File: src/rtl/mc_switch_alloc.sv
// Switch allocator and registered output stage for the W/N multicast routing slots.
// Each slot keeps a served mask so a multicast flit is delivered once per requested port,
// and the routing stage is released only after every copy of the set has been granted.
module mc_switch_alloc #(
  parameter int DATASIZE = 30
) (
  input  logic                  sa_clk,
  input  logic                  rst,
  input  logic [DATASIZE-1:0]   data_in_W1,
  input  logic [DATASIZE-1:0]   data_in_W2,
  input  logic [DATASIZE-1:0]   data_in_W3,
  input  logic [4:0]            direction_in_W1,
  input  logic [4:0]            direction_in_W2,
  input  logic [4:0]            direction_in_W3,
  input  logic [DATASIZE-1:0]   data_in_N1,
  input  logic [DATASIZE-1:0]   data_in_N2,
  input  logic [DATASIZE-1:0]   data_in_N3,
  input  logic [4:0]            direction_in_N1,
  input  logic [4:0]            direction_in_N2,
  input  logic [4:0]            direction_in_N3,
  output logic                  rc_ready_W,
  output logic                  rc_ready_N,
  output logic [5*DATASIZE-1:0] out_data,
  output logic [4:0]            out_valid,
  input  logic [4:0]            out_ready
);

  // Slots 0..2 belong to the W input, 3..5 to the N input.
  logic [DATASIZE-1:0] slot_data [6];
  logic [4:0]          slot_dir  [6];
  logic [4:0]          served    [6];
  logic [4:0]          pending   [6];
  logic [4:0]          grant     [6];

  logic [4:0]          ptr;         // per port: 0 = prefer W, 1 = prefer N
  logic [4:0]          w_any;
  logic [4:0]          n_any;
  logic [4:0]          port_grant;
  logic [4:0]          win_n;       // per port: winner is N
  logic [4:0]          valid_q;
  logic [DATASIZE-1:0] out_reg   [5];
  logic [DATASIZE-1:0] grant_data[5];

  assign slot_data[0] = data_in_W1;
  assign slot_data[1] = data_in_W2;
  assign slot_data[2] = data_in_W3;
  assign slot_data[3] = data_in_N1;
  assign slot_data[4] = data_in_N2;
  assign slot_data[5] = data_in_N3;
  assign slot_dir[0]  = direction_in_W1;
  assign slot_dir[1]  = direction_in_W2;
  assign slot_dir[2]  = direction_in_W3;
  assign slot_dir[3]  = direction_in_N1;
  assign slot_dir[4]  = direction_in_N2;
  assign slot_dir[5]  = direction_in_N3;

  // Outstanding copy requests per slot.
  always_comb begin
    for (int unsigned s = 0; s < 6; s++) begin
      pending[s] = slot_dir[s] & ~served[s];
    end
  end

  // Per-port arbitration, vectorised across the five ports: preferred input first,
  // lowest slot index within the winning input.
  always_comb begin
    w_any      = pending[0] | pending[1] | pending[2];
    n_any      = pending[3] | pending[4] | pending[5];
    port_grant = rst ? '0 : ((w_any | n_any) & (~valid_q | out_ready));
    win_n      = (ptr & n_any) | (~ptr & ~w_any);
    grant[0]   = port_grant & ~win_n & pending[0];
    grant[1]   = port_grant & ~win_n & pending[1] & ~pending[0];
    grant[2]   = port_grant & ~win_n & pending[2] & ~pending[1] & ~pending[0];
    grant[3]   = port_grant &  win_n & pending[3];
    grant[4]   = port_grant &  win_n & pending[4] & ~pending[3];
    grant[5]   = port_grant &  win_n & pending[5] & ~pending[4] & ~pending[3];
  end

  // Data of the single slot granted to each port.
  always_comb begin
    for (int unsigned p = 0; p < 5; p++) begin
      grant_data[p] = '0;
      for (int unsigned s = 0; s < 6; s++) begin
        if (grant[s][p]) grant_data[p] = slot_data[s];
      end
    end
  end

  // Flit set is complete when nothing stays pending after this cycle's grants.
  always_comb begin
    rc_ready_W = !rst && (((pending[0] & ~grant[0]) | (pending[1] & ~grant[1]) |
                           (pending[2] & ~grant[2])) == 5'b0);
    rc_ready_N = !rst && (((pending[3] & ~grant[3]) | (pending[4] & ~grant[4]) |
                           (pending[5] & ~grant[5])) == 5'b0);
  end

  // Served masks: accumulate grants, cleared when the input's set is released.
  always_ff @(posedge sa_clk or posedge rst) begin
    if (rst) begin
      for (int unsigned s = 0; s < 6; s++) served[s] <= '0;
    end else begin
      for (int unsigned s = 0; s < 3; s++) begin
        served[s] <= rc_ready_W ? 5'b0 : (served[s] | grant[s]);
      end
      for (int unsigned s = 3; s < 6; s++) begin
        served[s] <= rc_ready_N ? 5'b0 : (served[s] | grant[s]);
      end
    end
  end

  // Round-robin pointers: after a grant, prefer the input that lost.
  always_ff @(posedge sa_clk or posedge rst) begin
    if (rst) ptr <= '0;
    else     ptr <= (ptr & ~port_grant) | (port_grant & ~win_n);
  end

  // Output registers: load on grant, drain on accept, hold under backpressure.
  always_ff @(posedge sa_clk or posedge rst) begin
    if (rst) begin
      valid_q <= '0;
      for (int unsigned p = 0; p < 5; p++) out_reg[p] <= '0;
    end else begin
      valid_q <= port_grant | (valid_q & ~out_ready);
      for (int unsigned p = 0; p < 5; p++) begin
        if (port_grant[p]) out_reg[p] <= grant_data[p];
      end
    end
  end

  // Pack the per-port registers onto the flat output bus.
  always_comb begin
    out_data = '0;
    for (int unsigned p = 0; p < 5; p++) begin
      out_data[p*DATASIZE +: DATASIZE] = out_reg[p];
    end
  end

  assign out_valid = valid_q;

endmodule

File: config.mk
export PLATFORM = sky130hd
export DESIGN_NAME = mc_switch_alloc
export DESIGN_NICKNAME = d
export VERILOG_FILES = /design/src/rtl/mc_switch_alloc.sv
export SDC_FILE = /design/constraint.sdc
export NUM_CORES = 1
export LEC_CHECK = 0
export ABC_AREA = 1
export BUFFER_PORTS_ARGS = -buffer_cell sky130_fd_sc_hd__buf_2
export CAP_MARGIN = 20
export CORE_MARGIN = 10
export CORE_UTILIZATION = 45
export CTS_CLUSTER_SIZE = 40
export DETAILED_ROUTE_END_ITERATION = 16
export PLACE_DENSITY = 0.73
export SLEW_MARGIN = 15
export SYNTH_ARGS = -nofsm -noshare
export SYNTH_HDL_FRONTEND = slang
export SYNTH_SLANG_ARGS = --single-unit
File: constraint.sdc
create_clock -name sa_clk -period 6.7 [get_ports sa_clk]
set_clock_uncertainty 0.2 [all_clocks]
set_input_delay 1.34 -clock sa_clk [delete_from_list [all_inputs] [get_ports sa_clk]]
set_output_delay 1.34 -clock sa_clk [all_outputs]
set_load 0.01 [all_outputs]
==> metrics.cfg <==
[run_status]
status = complete, no violations

[global_route]
grt_first_pass_wirelength_um = 99600
overflow = 0
grtUsageTotal_pct = 33.6
grt_pass1_vias = 16800
grt_start_max_net_pins = 50
antenna_found_initial = 23

[pwr]
p_per_area_nw_per_um2 = 407
p_leak_uw = 0.00851
max-vdd-ir-drop_uv = 171

[drt]
viasPerCell = 6.01
ant_nets = 0
firstDrtPassIters = 7
num_vias = 17600
drc = 0
drt_iter0_drc = 2420
wl_per_cell_um = 22.8
routed_wl_um = 66800

[clock_network]
clkTransAtPathRegs_ns = 0.07
clock_path_buffers = 2
clkLatencyLatePin_ns = 0.46
cts-root-buf = clkbuf_16
cts_resized = 0
cts_buffers = 17
cts_tree = built
postCtsSetupBuffers = 0
htree_levels = 4
cts_hold_buf = 0
cts_sinks = 190

[setup_path]
worst_setup_path_start_kind = input port
critPathMaxFanout = 23
crit_required_ns = 5.16
crit_arrival_ns = 3.96
criticalPathCategory = input port to output port
cp-end-kind = output port

[placement]
hpwl_um = 44400
gp_congestion = 0.966
io_buffers = 373
preCtsSetupSlack_ns = 1.30

[final_layout]
final_common_cell = nand2_1
area_growth_pct = 21.4
final_cell_mix = 822 x nand2_1, 373 x buf_2, 319 x nor2_1, 245 x nand3_1, 190 x dfrtp_1
layout.nets = 2720
final_layout_size_suffix_gt1_share_pct = 21.1
final_util_pct = 55.6

[logic_synthesis]
netlist_area_um2 = 13600
avgSynthCellArea_um2 = 6.19
synth_top_area_cell = dfrtp_1
synthTopCellsByArea = dfrtp_1 35%, nand2_1 23%, nand3_1 9.1%, nor2_1 9.1%, nand4_1 8.4%
synth.top_cell.area_share_pct = 34.8
synth_seq_area_share_pct = 34.8
syn_inst = 2205
syn_nets = 2422
ys_warn_count = 0
synth_cell_types = 27
ys_ff_latch = 190

[timing]
fin_tns_setup_ns = 0
relSlewSlack_pct = 19.4
max_freq_ghz = 0.182
post-route-min-period_ns = 5.50
slew_viol_final = 0
fin_crit_sh_pct = 82.1
setup_slack_ns = 1.20
hold_slack_ns = 0.303
setup-violations-final = 0
worst_slew_pin_slew_ns = 1.21
rsz0062_at_grt = false
hold_violations = 0

[min_path]
hold_class = register to register

[flow_run]
cap_viol_max_count = 0

[floorplan]
die_x_um = 194
die_height_um = 194
start_util_pct = 45.8
row_count = 63
design.core.area_um2 = 29800
dieArea_um2 = 37700
io_pins = 374

-- Yosys cell counts, drive strengths merged --
| cell type | instances |
|---|---|
| nand2 | 846 |
| nor2 | 348 |
| buf | 46 |
| nand3b | 2 |
| o211ai | 49 |
| a21oi | 2 |
| o21ai | 23 |
| o21bai | 2 |
| nand4 | 183 |
| clkbuf | 78 |
| dfrtp | 190 |
| clkinv | 3 |
| nand3 | 261 |
| inv | 172 |
-- logic make-up after synthesis --
kind of cell / Yosys count / share of synthesized area (%)
and+or+nand+nor: 1640 / 52.4
buffers and inverters: 299 / 8.69
DFF: 190 / 34.8
AOI/OAI and AO/OA: 76 / 4.03
-- worst max-delay path, stage by stage --
cell	delay (ns)
buf_2	0.09
nand2_1	0.11
nand3_2	0.15
o21ai_4	0.75
nand2_2	0.20
inv_2	0.30
nor2_1	0.08
nor2_1	0.12
nand3_1	0.13
nor2_4	0.45
buf_2	0.23
-- path summary, 6_finish.rpt --
check	from	to	slack [ns]	cells past startpoint
min in group asynchronous	rst	asynchronous set/reset pin	0.61	2
hold reg to reg	out_data[114]	out_data[114]	0.30	2
setup / recovery	direction_in_N1[0]	rc_ready_W	1.20	11
max in group asynchronous	rst	out_data[89]	4.08	4
setup reg to reg	served[27]	out_data[65]	3.48	10
hold / removal	out_data[114]	out_data[114]	0.30	2
-- per-layer routing --
layer,wire [um],track usage (%),share of wire [%],vias to the layer above
li1,-,-,-,7750
met1,24600,40.5,37,8097
met5,97,0,0.15,-
met2,29700,52.1,45,1418
met3,8680,10.6,13,321
met4,3650,18.9,5.5,16
-- report_power, final --
group	switching, uW	internal, uW	total (uW)
clock	513	601	1110
sequential	319	1690	2010
combinational	2500	1120	3610
total	3330	3410	6740
-- cell type report --
type	instances	area [um2]
clock inverter	12	160
inverter	175	664
tap	390	488
antenna	25	62.6
multi-input combinational	1716	7840
fill	2962	13200
timing repair buffer	403	2150
clock buffer	20	447
sequential	190	4750
-- state kept, by name (all words and copies together) (netlist names), named ones only --
name	cells
out_data	150
out_valid	5
served	30
-- per-stage QoR --
step | power [uW] | instances | cell area (um2)
2_1_floorplan | 4020 | 2205 | 13600
4_1_cts | 6630 | 2903 | 16400
5_1_grt | 7110 | 2918 | 16500
6_report | 6740 | 2931 | 16600
3_3_place_gp | 5440 | 2871 | 15800
3_5_place_dp | 5520 | 2871 | 15800
Note: power is estimated with default switching activity, not from simulation.
